### src/rtl/fifo_wptr_full.sv
// Write-side pointer, full/almost-full and occupancy logic for a dual-clock FIFO.
// Consumes the Gray read pointer already synchronized into clk and publishes a Gray write pointer.
module fifo_wptr_full #(
  parameter int ADDR_WIDTH   = 4,
  parameter int AFULL_THRESH = 2
) (
  input  logic                  clk,
  input  logic                  rst,
  input  logic                  winc,
  input  logic [ADDR_WIDTH:0]   wq2_rptr,
  output logic                  wen,
  output logic [ADDR_WIDTH-1:0] waddr,
  output logic [ADDR_WIDTH:0]   wptr,
  output logic                  wfull,
  output logic                  walmost_full,
  output logic [ADDR_WIDTH:0]   wfill,
  output logic                  overflow
);

  localparam int DEPTH = 1 << ADDR_WIDTH;
  localparam logic [ADDR_WIDTH:0] AFULL_LEVEL = (ADDR_WIDTH + 1)'(DEPTH - AFULL_THRESH);

  // Handshake: winc is a request with no retry; it is accepted exactly when wen is high
  // (winc & ~wfull), and a request made while full is dropped and flagged in overflow.

  logic [ADDR_WIDTH:0] wbin_q, wbin_d;
  logic [ADDR_WIDTH:0] wptr_q, wptr_d;
  logic [ADDR_WIDTH:0] wfill_q, wfill_d;
  logic                wfull_q, wfull_d;
  logic                walmost_full_q, walmost_full_d;
  logic                overflow_q, overflow_d;
  logic [ADDR_WIDTH:0] rbin_s;
  logic [ADDR_WIDTH:0] full_ptr;

  always_comb begin
    rbin_s = '0;
    for (int i = 0; i <= ADDR_WIDTH; i++) begin
      rbin_s[i] = ^(wq2_rptr >> i);
    end
    // Full when the write pointer is exactly one lap ahead of the read pointer.
    full_ptr = {~wq2_rptr[ADDR_WIDTH:ADDR_WIDTH-1], wq2_rptr[ADDR_WIDTH-2:0]};

    wen            = winc & ~wfull_q;
    wbin_d         = wbin_q + {{ADDR_WIDTH{1'b0}}, wen};
    wptr_d         = (wbin_d >> 1) ^ wbin_d;
    wfull_d        = (wptr_d == full_ptr);
    wfill_d        = wbin_d - rbin_s;
    walmost_full_d = (wfill_d >= AFULL_LEVEL);
    overflow_d     = overflow_q | (winc & wfull_q);
  end

  always_ff @(posedge clk or negedge rst) begin
    if (!rst) begin
      wbin_q         <= '0;
      wptr_q         <= '0;
      wfill_q        <= '0;
      wfull_q        <= 1'b0;
      walmost_full_q <= 1'b0;
      overflow_q     <= 1'b0;
    end else begin
      wbin_q         <= wbin_d;
      wptr_q         <= wptr_d;
      wfill_q        <= wfill_d;
      wfull_q        <= wfull_d;
      walmost_full_q <= walmost_full_d;
      overflow_q     <= overflow_d;
    end
  end

  assign waddr        = wbin_q[ADDR_WIDTH-1:0];
  assign wptr         = wptr_q;
  assign wfull        = wfull_q;
  assign walmost_full = walmost_full_q;
  assign wfill        = wfill_q;
  assign overflow     = overflow_q;

endmodule

### config.mk
export PLATFORM = sky130hd
export DESIGN_NAME = fifo_wptr_full
export DESIGN_NICKNAME = d
export VERILOG_FILES = /design/src/rtl/fifo_wptr_full.sv
export SDC_FILE = /design/constraint.sdc
export NUM_CORES = 1
export LEC_CHECK = 0
export ABC_AREA = 1
export BUFFER_PORTS_ARGS = -buffer_cell sky130_fd_sc_hd__buf_4
export CORE_ASPECT_RATIO = 0.9
export CORE_MARGIN = 2
export CORE_UTILIZATION = 51
export CTS_CLUSTER_DIAMETER = 100
export DETAILED_ROUTE_END_ITERATION = 8
export GPL_TIMING_DRIVEN = 1
export HOLD_SLACK_MARGIN = 0.02
export PLACE_DENSITY_LB_ADDON = 0.12
export SYNTH_ARGS = -nofsm -noshare
export SYNTH_HDL_FRONTEND = slang
export SYNTH_SLANG_ARGS = --single-unit
### constraint.sdc
create_clock -name clk -period 2.9 [get_ports clk]
set_clock_uncertainty 0.15 [all_clocks]
set_input_delay 0.58 -clock clk [delete_from_list [all_inputs] [get_ports clk]]
set_output_delay 0.58 -clock clk [all_outputs]
set_load 0.1 [all_outputs]
==> results of run 1 <==
-- critical path, cell delays in order --
cell	delay [ns]
buf_4	0.12
inv_2	0.06
nand2_1	0.06
nand2_2	0.10
xor2_2	0.18
buf_4	0.16
xor2_1	0.21
inv_1	0.10
fa_1	0.42
o21ai_0	0.18
nand2_1	0.09
nand2_1	0.06
nand2_1	0.05
nand2_1	0.07
nand2_1	0.06
-- per-stage QoR --
step / util / cells
2_1_floorplan: - / 126
3_3_place_gp: 0.668 / 177
3_5_place_dp: 0.668 / 177
4_1_cts: 0.688 / 182
5_1_grt: 0.688 / 182
6_report: 0.688 / 182
-- registers in the layout, indices dropped and copies added (netlist names) --
register      cells
wfull             1
overflow          1
wbin_q            5
wptr              4
walmost_full      1
wfill             5
-- cell usage in the layout, fill, tap and decap left out --
cell type / count
nand3b_1: 2
a21o_1: 1
nand2_1: 37
ha_4: 2
nand2_2: 6
nand4_1: 3
ha_1: 2
buf_4: 26
inv_1: 22
dfrtp_1: 16
o21ai_0: 2
and2_1: 1
nor2_4: 1
xnor2_1: 1
clkinv_2: 1
xor2_2: 1
dlygate4sd3_1: 1
fa_1: 1
inv_2: 2
nor2_1: 3
clkbuf_4: 3
ha_2: 1
dfrtp_4: 1
xor2_1: 3
nand3_1: 18
-- cell type report --
| cell class | instances | area (um2) |
|---|---|---|
| clock buffers | 3 | 22.5 |
| clock inverters | 1 | 5.00 |
| fillers | 163 | 586 |
| inverters | 24 | 90.1 |
| multi-input cells | 85 | 508 |
| flip-flops and latches | 17 | 429 |
| well taps | 25 | 31.3 |
| repair buffers | 27 | 205 |
-- synthesized netlist by cell type, drive strengths merged --
library cell,count
nor2,4
nand2,43
xnor2,1
nand3b,2
xor2,4
dfrtp,17
nand4,3
and2,1
o21ai,2
fa,1
a21o,1
inv,24
ha,5
nand3,18
-- path summary, 6_finish.rpt --
check | endpoint | slack [ns] | depth (start not counted)
worst min register to register | overflow | 0.32 | 1
min in group asynchronous | overflow | 0.53 | 2
max in group asynchronous | wfull | 1.87 | 2
worst min-delay path | overflow | 0.32 | 1
worst max-delay path | walmost_full | 0.44 | 15
worst max register to register | walmost_full | 0.53 | 14
-- kinds of logic after synthesis --
kind of cell               count (synthesis)  synth area share
AOI/OAI and AO/OA                          3            0.0177
xor gates and xnor gates                   5            0.0519
adders and majority gates                  6            0.0835
buffers and inverters                     24            0.0911
DFF                                       17             0.430
and+or+nand+nor                           71             0.325
-- layer usage --
layer  vias to the layer above  track usage
li1                        455            -
met1                       407        0.232
met2                        23        0.316
met3                         2       0.0329
met4                         0       0.0865
met5                         -            0
-- what timing repair did --
action                                  in CTS  in global routing
endpoints found under the setup margin       0                  0
endpoints found under the hold margin       17                  0
hold buffers                                 1                  0
==> flow_metrics.tcl, run 1 <==
set metrics [dict create \
    initial_core_util 0.527 \
    clk_path_buf_depth 2 \
    finalCritPeriodShare 0.848 \
    die-height_um 45.8 \
    diodes 0 \
    num_rows 15 \
    tns_ns 0 \
    status "complete, no violations" \
    ant_nets 0 \
    dieArea_mm2 0.00231 \
    cts.sinks 17 \
    grt_usage 0.185 \
    wl_met2_um 973 \
    route.met3.wl_um 97 \
    drtIter0Drc 14 \
    drive_above_1_share 0.280 \
    antenna_found_initial 0 \
    fin_area_mm2 0.00129 \
    topRoutingLayerUsed "met4" \
    overflow 0 \
    hpwl_um 1630 \
    h-tree-depth 1 \
    final_nets 172 \
    synth.area.top_cells "dfrtp_1 (43%), nand2_1 (14%), nand3_1 (9.1%), inv_1 (8.7%), ha_1 (6.3%)" \
    met1_length_um 855 \
    postSynthAreaPerCell_um2 7.84 \
    ys_types 17 \
    grt_pass1_wl_um 3150 \
    fmax_mhz 406 \
    synth_seq_cells 17 \
    yosysTopAreaCellShare 0.430 \
    insertion_delay_ns 0.29 \
    setup_viol 0 \
    dp_slack_ns 0.142 \
    relSlewSlack 0.815 \
    whs_ns 0.323 \
    via_per_inst 4.87 \
    postPlaceCellArea_mm2 0.00125 \
    core_mm2 0.00188 \
    cts_tree "done" \
    clk_pin_slew_ns 0.10 \
    cts_setup_buffers 0 \
    synth_area_um2 988 \
    yosysWarnings 0 \
    cp-end-kind "flip-flop" \
    worstPathMaxFanout 4 \
    post-route-min-period_ns 2.46 \
    worstPathRequired_ns 2.93 \
    grt_max_degree 18 \
    hold_viol_final 0 \
    vias 887 \
    portBuffers 25 \
    min_path_type "reg2reg" \
    synthCells 126 \
    hp-start "overflow" \
    synth_nets 140 \
    first_global_vias 764 \
    rsz0062_at_grt "false" \
    drt-total-wl_um 1940 \
    cts_made_buffers 3 \
    drc 0 \
    worstReg2RegStart "wfull" \
    arrival_ns 2.49 \
    crit_type "in2reg" \
    area.growth.synth_to_final_pct 30.6 \
    start_kind "input pin" \
    dr.pass1.iters 4 \
    finalWorstSetupSlack_ns 0.439 \
    slew_viol_final 0 \
    seq_area_frac_synth 0.430 \
    die-width_um 50.4 \
    ios 26 \
    ctsResizeCount 0 \
    tightest_slew_ns 0.280 \
    routedWlPerCell_um 10.7 \
    root_buffer "clkbuf_4" \
    routabilityCongestion 0.854 \
    drv_cap 0 \
    synth_area_leader_cell "dfrtp_1" \
    cp-startpoint "wq2_rptr[4]" \
]
Power of run 1 is left out: the tool's default activity adds up to more than one toggle a clock period on the data nets, which glitch-free logic cannot reach.
==> inputs of run 2 (changes only) <==
clock period = 2.31 ns   (was 2.9 ns; I/O delays follow)
==> run 2 against run 1 <==
  * Global-route usage up 1.5 points
  * Worst hold slack worse by 0.081 ns
  * Wire length up 15%
  * Utilization up 8.5 points
  * Via count up 7.6%
  * Register-to-register slack worse by 0.38 ns
  * Largest cell class unchanged
  * Clock-buffer cell count up 1
  * Critical endpoint unchanged
  * Critical path depth unchanged
  * Cell area up 12%
  * Cell count up 6.6%
  * Die area unchanged
  * Flip-flop and latch count unchanged
==> flow_metrics.tcl, run 2 (synthesized netlist as in run 1, its figures left out) <==
set metrics [dict create \
    status "complete, no violations" \
    n_fill_cell 132 \
    grt_pass1_wl_um 3330 \
    r2r_slack_ns 0.15 \
    worstPathMaxFanout 3 \
    routabilityCongestion 0.802 \
    path_buf_inv 3 \
    rsz0062_at_grt "true" \
    cp-end-kind "flip-flop" \
    path_cells "buf_6 -> inv_4 -> nand2_2 -> nand2_4 -> xor2_2 -> xor2_1 -> inv_1 -> ha_4 -> fa_2 -> o21ai_1 -> nand2_1 -> nand2_1 -> nand2_1 -> nand2_1 -> nand2_1" \
    final_common_cell "buf_4" \
    finalCritPeriodShare 0.952 \
    antenna_found_initial 0 \
    via_per_inst 4.92 \
    slowest_stage "fa_2" \
    worstReg2RegStart "wfull" \
    clk_path_buf_depth 2 \
    overflow 0 \
    arrival_ns 2.24 \
    portBuffers 25 \
    core_mm2 0.00188 \
    start_kind "input pin" \
    crit_top_cell "nand2_1" \
    clk_pin_slew_ns 0.10 \
    setup_viol 0 \
    worstPathRequired_ns 2.35 \
    worstReg2RegEnd "walmost_full" \
    diodes 0 \
    slew_viol_final 0 \
    cts_tree "done" \
    h-tree-depth 1 \
    vias 954 \
    area.growth.synth_to_final_pct 46.8 \
    die-width_um 50.4 \
    fmax_mhz 455 \
    drt-total-wl_um 2240 \
    dieArea_mm2 0.00231 \
    dp_cells 188 \
    ios 26 \
    hold_viol_final 0 \
    drc 0 \
    cp-startpoint "wq2_rptr[4]" \
    cp_slowest_stage_delay_ns 0.40 \
    min_path_type "in2reg" \
    whs_ns 0.242 \
    tightest_slew_ns 0.280 \
    dr.pass1.iters 4 \
    drtIter0Drc 9 \
    grt_usage 0.200 \
    drv_cap 0 \
    r2r_cells 14 \
    crit_type "in2reg" \
    insertion_delay_ns 0.28 \
    initial_core_util 0.527 \
    postPlaceCellArea_mm2 0.00136 \
    relSlewSlack 0.815 \
    path_depth 15 \
    cts_made_buffers 3 \
    final_cells 194 \
    fin_area_mm2 0.00145 \
    post-route-min-period_ns 2.20 \
    crit_family "adder cells" \
    drive_above_1_share 0.385 \
    routedWlPerCell_um 11.5 \
    critPathCapture "walmost_full" \
    die-height_um 45.8 \
    grt_max_degree 18 \
    root_buffer "clkbuf_4" \
    final_cell_mix "buf_4 (36), nand2_1 (33), inv_1 (19)" \
    ant_nets 0 \
    final_nets 184 \
    first_global_vias 835 \
    hpwl_um 1760 \
    num_rows 15 \
    cts.sinks 17 \
]
[run 2: cell count changes in the layout (fill, tap and decap cells not counted), moves of 2 or more]
cell     change
inv_1        -3
nand2_1      -4
ha_4         +2
inv_4        +3
nand2_4      +2
nand2_2      +2
buf_4       +10
[run 2: repair_timing]
action	4_1_cts	5_1_grt
buffers inserted	0	1
setup endpoints to repair	0	3
gates resized for setup	0	13
endpoints found under the hold margin	17	0
hold buffers	1	0
[run 2: cell type report]
cell class,count,area (um2),area share
Multi-Input combinational cell,85,561,0.386
Sequential cell,17,429,0.296
Timing Repair Buffer,39,307,0.211
Inverter,24,97.6,0.0672
Tap cell,25,31.3,0.0216
Clock buffer,4,26.3,0.0181
[run 2: how the worst min path moves through the flow]
stage / startpoint / to / cells after the start
floorplan: rst / overflow / 0
CTS: winc / overflow / 2
finish: winc / overflow / 2
global route: winc / overflow / 2
global placement: rst / overflow / 1
detailed placement: rst / overflow / 1
[run 2: layer usage]
layer	GRT usage	up-vias	part of all wire
met5	0	-	0
met4	0.0703	0	0.010
met3	0.0395	4	0.051
met2	0.389	33	0.53
met1	0.218	437	0.41
li1	-	480	-
[run 2: metrics by stage]
step           TNS, ns  utilization  setup slack (ns)
2_1_floorplan    -1.77            -            -0.456
3_3_place_gp    -0.348        0.723            -0.148
3_5_place_dp    -0.698        0.723            -0.262
4_1_cts              0        0.742            0.0412
5_1_grt        -0.0196        0.773           -0.0196
6_report             0        0.773             0.110
Power of run 2 is left out for the same reason.
==> inputs of run 3 (changes only) <==
GPL_TIMING_DRIVEN = 0   (was 1)
==> run 3 against run 2 <==
  * Non-clock buffer count fell by 7
  * Largest cell class unchanged
  * Critical path depth is 1 lower
  * Die area is the same
  * Sequential share of layout area up 0.21 points
  * Wire length down 1.7%
  * Flip-flop and latch count did not move
==> flow_metrics.tcl, run 3 (synthesized netlist as in run 1, its figures left out) <==
set metrics [dict create \
    status "complete, no violations" \
    worstPathRequired_ns 2.36 \
    drc 0 \
    final_nets 177 \
    area.growth.synth_to_final_pct 45.8 \
    core_mm2 0.00188 \
    vias 899 \
    first_global_vias 767 \
    slew_viol_final 0 \
    cts_made_buffers 3 \
    root_buffer "clkbuf_4" \
    clk_path_buf_depth 2 \
    worstReg2RegStart "wfull" \
    min_path_type "in2reg" \
    hold_depth 2 \
    dieArea_mm2 0.00231 \
    arrival_ns 2.23 \
    die-width_um 50.4 \
    setup_viol 0 \
    relSlewSlack 0.814 \
    initial_core_util 0.527 \
    start_kind "flip-flop" \
    worstReg2RegEnd "walmost_full" \
    cp-end-kind "flip-flop" \
    portBuffers 25 \
    drt-total-wl_um 2200 \
    grt_pass1_wl_um 3240 \
    ios 26 \
    hpwl_um 1560 \
    routabilityCongestion 0.768 \
    diodes 0 \
    post-route-min-period_ns 2.18 \
    worstPathMaxFanout 4 \
    routedWlPerCell_um 11.8 \
    final_cell_mix "nand2_1 (31), buf_4 (29), inv_1 (18), nand3_1 (18), dfrtp_1 (16)" \
    final_util 0.768 \
    holdPathEnd "overflow" \
    cp_slowest_stage_delay_ns 0.51 \
    grt_max_degree 18 \
    path_cells "nor2_4 -> ha_4 -> ha_4 -> nand2_2 -> nand2_4 -> inv_2 -> ha_4 -> inv_2 -> o21ai_2 -> nand2_1 -> nand2_1 -> nand2_1 -> nand2_2 -> nand2_1" \
    crit_type "reg2reg" \
    cts.sinks 17 \
    grt_usage 0.199 \
    via_per_inst 4.81 \
    cts_tree "done" \
    die-height_um 45.8 \
    h-tree-depth 1 \
    dr.pass1.iters 4 \
    drive_above_1_share 0.389 \
    hold_viol_final 0 \
    n_fill_cell 132 \
    insertion_delay_ns 0.29 \
    r2r_cells 14 \
    drtIter0Drc 24 \
    slowest_stage "dfrtp_4" \
    antenna_found_initial 0 \
    finalCritPeriodShare 0.943 \
    num_rows 15 \
    final_common_cell "nand2_1" \
    ant_nets 0 \
    r2r_slack_ns 0.13 \
    overflow 0 \
    drv_cap 0 \
    crit_top_cell "nand2_1" \
    tightest_slew_ns 0.281 \
    rsz0062_at_grt "true" \
    fmax_mhz 459 \
    hp-start "winc" \
    clk_pin_slew_ns 0.10 \
]
-- run 3: how the worst max path moves through the flow --
stage,to,startpoint
final,walmost_full,wfull
after global routing,walmost_full,wq2_rptr[3]
after CTS,walmost_full,wq2_rptr[4]
after detailed placement,walmost_full,wq2_rptr[4]
after global placement,walmost_full,wq2_rptr[4]
after floorplan,walmost_full,wfull
-- run 3: final cells by class --
type | instances | area, um2 | area share
multi-input cells | 85 | 588 | 0.408
well taps | 25 | 31.3 | 0.0217
flip-flops and latches | 17 | 429 | 0.298
repair buffers | 32 | 263 | 0.182
clock buffers | 4 | 26.3 | 0.0182
inverters | 24 | 104 | 0.0720
-- run 3: through the flow --
stage	TNS [ns]	worst slack [ns]	area [um2]	hold slack, ns	cells
finish	0	0.131	1440	0.234	187
global route	-0.0455	-0.0297	1440	0.221	187
CTS	0	0.0316	1300	0.223	181
detailed placement	-0.619	-0.278	1270	0.190	176
global placement	-0.608	-0.280	1270	0.186	176
floorplan	-1.77	-0.456	1050	0.0164	126
-- run 3: repair_timing --
action | in CTS | in global routing
hold buffers | 1 | 0
gates resized for setup | 0 | 23
setup endpoints to repair | 0 | 3
hold endpoints to repair | 17 | 0
buffers inserted | 0 | 6
-- run 3: worst max-delay path: cells and delay by family (launching register included) --
kind,cells,cell delay (ns)
and+or+nand+nor,8,0.62
buffers and inverters,2,0.10
adders and majority gates,3,0.59
AOI/OAI and AO/OA,1,0.11
DFF,1,0.51
-- run 3: routing by layer --
layer  up-vias  track usage  routed length [um]  share of wire
li1        465            -                   -              -
met1       403        0.242                 901           0.41
met2        24        0.342                1150           0.52
met3         7       0.0329                  95          0.043
met4         0        0.114                  55          0.025
met5         -            0                   0              0
Power of run 3 is left out for the same reason.
